File: config.mk
export PLATFORM = sky130hd
export DESIGN_NAME = wb_skid_stage
export DESIGN_NICKNAME = d
export VERILOG_FILES = /design/src/rtl/wb_skid_stage_pkg.sv /design/src/rtl/wb_skid_stage_entry_reg.sv /design/src/rtl/wb_skid_stage.sv
export SDC_FILE = /design/constraint.sdc
export NUM_CORES = 1
export LEC_CHECK = 0
export ABC_AREA = 1
export CAP_MARGIN = 10
export CORE_ASPECT_RATIO = 2
export CORE_MARGIN = 1.5
export CORE_UTILIZATION = 47
export DETAILED_ROUTE_END_ITERATION = 8
export PLACE_DENSITY = 0.93
export SYNTH_ARGS = -nofsm -noshare
export SYNTH_HDL_FRONTEND = slang
export SYNTH_SLANG_ARGS = --single-unit
File: constraint.sdc
create_clock -name clk -period 2.6 [get_ports clk]
set_input_delay 0.52 -clock clk [delete_from_list [all_inputs] [get_ports clk]]
set_output_delay 0.52 -clock clk [all_outputs]
set_load 0.005 [all_outputs]
File: src/rtl/wb_skid_stage_pkg.sv
// Shared constants and state encoding for the writeback skid stage.
// Holds the zero word, polarity constants and the FSM state type.
package wb_skid_stage_pkg;

  localparam logic [63:0] ZERO_WORD = '0;
  localparam logic RST_ACTIVE = 1'b1;
  localparam logic WE_ACTIVE  = 1'b1;
  localparam logic WE_OFF     = ~WE_ACTIVE;

  typedef enum logic [1:0] {
    ST_EMPTY = 2'd0,
    ST_ONE   = 2'd1,
    ST_TWO   = 2'd2
  } state_t;

endpackage

File: src/rtl/wb_skid_stage_entry_reg.sv
// One writeback entry register: {rd_enable, rd_addr, rd_data}.
// Ports: clk, rst (sync, high), clear (sync), load, d, q.
module wb_entry_reg
  import wb_skid_stage_pkg::*;
#(
  parameter int W = 38
) (
  input  logic         clk,
  input  logic         rst,
  input  logic         clear,
  input  logic         load,
  input  logic [W-1:0] d,
  output logic [W-1:0] q
);

  always_ff @(posedge clk) begin
    if (rst == RST_ACTIVE || clear)
      q <= W'(ZERO_WORD);
    else if (load)
      q <= d;
  end

endmodule

File: src/rtl/wb_skid_stage.sv
// Two-entry skid buffer between MEM and WB with newest-write forwarding.
// Ports: clk/rst, flush, in_* (MEM), out_* (WB head), fwd_*, occupancy.
module wb_skid_stage
  import wb_skid_stage_pkg::*;
#(
  parameter int DATA_W  = 32,
  parameter int ADDR_W  = 5,
  parameter int DROP_X0 = 1
) (
  input  logic              clk,
  input  logic              rst,
  input  logic              flush,
  input  logic              in_valid,
  output logic              in_ready,
  input  logic [DATA_W-1:0] in_rd_data,
  input  logic [ADDR_W-1:0] in_rd_addr,
  input  logic              in_rd_enable,
  output logic              out_valid,
  input  logic              out_ready,
  output logic [DATA_W-1:0] out_rd_data,
  output logic [ADDR_W-1:0] out_rd_addr,
  output logic              out_rd_enable,
  output logic              fwd_valid,
  output logic [ADDR_W-1:0] fwd_addr,
  output logic [DATA_W-1:0] fwd_data,
  output logic [1:0]        occupancy
);

  localparam int EW = DATA_W + ADDR_W + 1;

  state_t state;

  logic accept;
  logic pop;
  logic in_en;
  logic head_load;
  logic skid_load;
  logic head_from_skid;

  logic [EW-1:0] in_entry;
  logic [EW-1:0] head_d;
  logic [EW-1:0] head_q;
  logic [EW-1:0] skid_q;

  assign in_ready  = (state != ST_TWO) && (rst != RST_ACTIVE);
  assign out_valid = (state != ST_EMPTY);
  assign occupancy = state;
  assign accept    = in_valid & in_ready;
  assign pop       = out_valid & out_ready;

  // x0 writes keep data/addr but never reach the register file
  always_comb begin
    in_en = (in_rd_enable == WE_ACTIVE);
    if (DROP_X0 != 0 && in_rd_addr == '0)
      in_en = WE_OFF;
  end

  assign in_entry = {in_en, in_rd_addr, in_rd_data};
  assign head_d   = head_from_skid ? skid_q : in_entry;

  always_comb begin
    head_load      = 1'b0;
    skid_load      = 1'b0;
    head_from_skid = 1'b0;
    unique case (state)
      ST_EMPTY: head_load = accept;
      ST_ONE: begin
        if (accept && pop)
          head_load = 1'b1;
        else if (accept)
          skid_load = 1'b1;
      end
      ST_TWO: begin
        head_load      = pop;
        head_from_skid = pop;
      end
      default: ;
    endcase
  end

  always_ff @(posedge clk) begin
    if (rst == RST_ACTIVE) begin
      state <= ST_EMPTY;
    end else if (flush) begin
      state <= ST_EMPTY;
    end else begin
      unique case (state)
        ST_EMPTY: if (accept) state <= ST_ONE;
        ST_ONE: begin
          if (accept && !pop)
            state <= ST_TWO;
          else if (!accept && pop)
            state <= ST_EMPTY;
        end
        ST_TWO: if (pop) state <= ST_ONE;
        default: state <= ST_EMPTY;
      endcase
    end
  end

  wb_entry_reg #(.W(EW)) u_head (
    .clk   (clk),
    .rst   (rst),
    .clear (flush),
    .load  (head_load),
    .d     (head_d),
    .q     (head_q)
  );

  wb_entry_reg #(.W(EW)) u_skid (
    .clk   (clk),
    .rst   (rst),
    .clear (flush),
    .load  (skid_load),
    .d     (in_entry),
    .q     (skid_q)
  );

  assign out_rd_data   = head_q[DATA_W-1:0];
  assign out_rd_addr   = head_q[DATA_W +: ADDR_W];
  assign out_rd_enable = head_q[EW-1];

  // newest held entry is SKID when two are held, else HEAD
  always_comb begin
    fwd_addr  = head_q[DATA_W +: ADDR_W];
    fwd_data  = head_q[DATA_W-1:0];
    fwd_valid = 1'b0;
    unique case (state)
      ST_ONE: fwd_valid = head_q[EW-1];
      ST_TWO: begin
        fwd_addr  = skid_q[DATA_W +: ADDR_W];
        fwd_data  = skid_q[DATA_W-1:0];
        fwd_valid = skid_q[EW-1];
      end
      default: ;
    endcase
  end

endmodule

==> results of run 1 <==
-- state kept, by name, summed over array words and instances, names as in the netlist --
register	cells
u_head.q	38
occupancy	2
u_skid.q	38
-- kinds of logic (layout without fill, tap and decap cells) --
family                   count (synthesis)  in the layout  share of synthesized area, %
buffers and inverters                   97            207                         10.28
AND/OR/NAND/NOR                        352            352                         34.60
flip-flops                              78             78                         39.58
AO/OA/AOI/OAI                          107            107                         13.64
adder cells (fa/ha/maj)                  6              6                         1.903
-- per-stage QoR --
step,setup WS [ns],setup TNS [ns]
6_report,0.09460,0
2_1_floorplan,0.6865,0
3_5_place_dp,0.1417,0
3_3_place_gp,0.2462,0
4_1_cts,0.02809,0
5_1_grt,-0.03727,-0.04053
-- layer usage --
layer	track usage, %	vias up	wire (um)
met2	46.62	176	6186
met5	0	-	0
met3	5.442	50	547
li1	-	2173	-
met4	17.67	0	695
met1	28.92	2038	4243
-- cells in the final DEF (no fill, tap or decap), types with 2 or more instances in the layout --
cell	count
nor2_1	128
nand2_1	211
o21ai_0	78
ha_1	5
dfxtp_1	77
a21oi_1	19
clkbuf_16	9
inv_1	56
clkinv_2	2
buf_4	6
clkdlybuf4s50_1	122
clkbuf_8	4
o21ai_1	8
nand3_1	7
buf_12	3
nand3_4	2
inv_2	2
-- worst paths after layout --
| path | end | slack (ns) | depth (start not counted) |
|---|---|---|---|
| max | fwd_valid | 0.09 | 6 |
| min | u_skid.q[5] | 0.47 | 2 |
| max reg2reg | u_head.q[5] | 0.29 | 14 |
| min reg2reg | u_skid.q[5] | 0.47 | 2 |
-- power breakdown --
group          switching [W]  internal [W]  leakage (nW)
Sequential         0.0000237       0.00123         0.632
Combinational       0.000255      0.000242          1.64
Clock               0.000479      0.000844         0.162
Total               0.000758       0.00232          2.43
-- layout make-up --
| type | instances | share of cell area, % |
|---|---|---|
| Multi-Input combinational cell | 465 | 35.85 |
| Timing Repair Buffer | 132 | 24.07 |
| Sequential cell | 78 | 28.12 |
| Clock buffer | 13 | 5.044 |
| Tap cell | 98 | 2.207 |
| Clock inverter | 3 | 0.7206 |
| Inverter | 59 | 3.986 |
-- critical path: stages (launching register included) --
cell and delay [ns]:
dfxtp_2 0.34, inv_1 0.09, ha_2 0.20, buf_6 0.24, nand2_1 0.07, a21boi_0 0.17
clkdlybuf4s50_1 0.52
-- repair_timing --
item,CTS,global route
setup endpoints to repair,4,17
hold endpoints to repair,0,0
pin swaps,0,0
gates resized for setup,4,9
==> impl_metrics.tcl, run 1 <==
set metrics [dict create \
    crit_path_start "occupancy[0]" \
    post-route-util_pct 67.49 \
    hold_viol 0 \
    power_per_cell_area_nw_per_um2 553.5 \
    grt_pass1_vias 4313 \
    synthesis.nets 689 \
    fin_skew_ns 0.006930 \
    areaGrowthSynthToFinish_pct 40.85 \
    grt_pass1_wl_um 19130 \
    synthesis.area_um2 3945 \
    synth_top_cell_by_area "dfxtp_1" \
    vias 4437 \
    yosysUniqueCellTypes 19 \
    placed_area_um2 5228 \
    hp-start "u_skid.q[5]" \
    tightest_slew_ns 0.4080 \
    r2r_start "occupancy[0]" \
    rsz0062_at_grt "true" \
    layout-drive-gt1-share_pct 4.800 \
    grt_usage_pct 27.26 \
    slew_violations 0 \
    synth_area_leaders "dfxtp_1 (40%), nand2_1 (20%), nor2_1 (12%), o21ai_0 (11%), inv_1 (5.4%)" \
    ir_drop_v 0.0003829 \
    numCtsBuffers 9 \
    hpwl_um 7843 \
    fin_cells 848 \
    core_area_um2 8233 \
    clkTransAtPathRegs_ns 0.05 \
    yosysMostFrequentCell "nand2_1" \
    gr-total-overflow 0 \
    dp.cells 832 \
    crit_path_end_kind "output pin" \
    port_buffers 122 \
    initial_core_util_pct 47.92 \
    totalPowerFinal_w 0.003076 \
    drt_iter0_markers 392 \
    antenna_found_initial 0 \
    insertion_delay_ns 0.34 \
    fmax_mhz 399.1 \
    worstSetupPathType "flip-flop to output pin" \
    die_h_um 132.6 \
    setup_viol 0 \
    status "completed" \
    arrival_ns 1.99 \
    synth_common_cells "nand2_1 (211), nor2_1 (129), o21ai_0 (87)" \
    drt-wirelength-per-cell_um 13.77 \
    async_reset_ff_share_pct 0 \
    gp_congestion 0.8622 \
    period_needed_ns 2.505 \
    drc_errors 0 \
    period_share_pct 96.36 \
    synth_edf_count 0 \
    clock_tree.buffer_depth 2 \
    area.sequential_um2 1563 \
    finalWirelength_um 11670 \
    first_pass_iters 5 \
    fin_nets 794 \
    max-slew-margin-rel_pct 72.80 \
    multi_input_area_um2 1992 \
    htreeDepth 3 \
    fin_area_um2 5557 \
    cts-root-buf "clkbuf_16" \
    required_ns 2.08 \
    yosysWarnings 0 \
    p_leak_nw 2.430 \
    avgSynthCellArea_um2 6.164 \
    holdBufCountCts 0 \
    syn_inst 640 \
    start_kind "flip-flop" \
    dieArea_um2 8986 \
    post_cts_buffers 0 \
    grt_max_degree 79 \
    synth_top_area_share_pct 39.58 \
    timing.hold.ws_ns 0.4682 \
    hold_path_class "flip-flop to flip-flop" \
    cap_violations 0 \
    ant_nets 0 \
    fill_cells 699 \
    die_x_um 67.79 \
    synth_seq_cells 78 \
    ys_seq_area_share_pct 39.58 \
    num_antenna_cells 0 \
    synth-main-ff-cell "dfxtp_1" \
    critPathMaxFanout 29 \
    tritoncts "built" \
    cts_sinks 78 \
    io_pins 123 \
    viasPerCell 5.232 \
    rows 47 \
]
Power figures use the tool's default switching activity.
==> inputs of run 2 (changes only) <==
--- a/config.mk
+++ b/config.mk
@@ -15,3 +15,4 @@
 export SYNTH_ARGS = -nofsm -noshare
 export SYNTH_HDL_FRONTEND = slang
 export SYNTH_SLANG_ARGS = --single-unit
+export TNS_END_PERCENT = 50
==> results of run 2 <==
The final DEF is identical to that of run 1; final timing and power are the same.
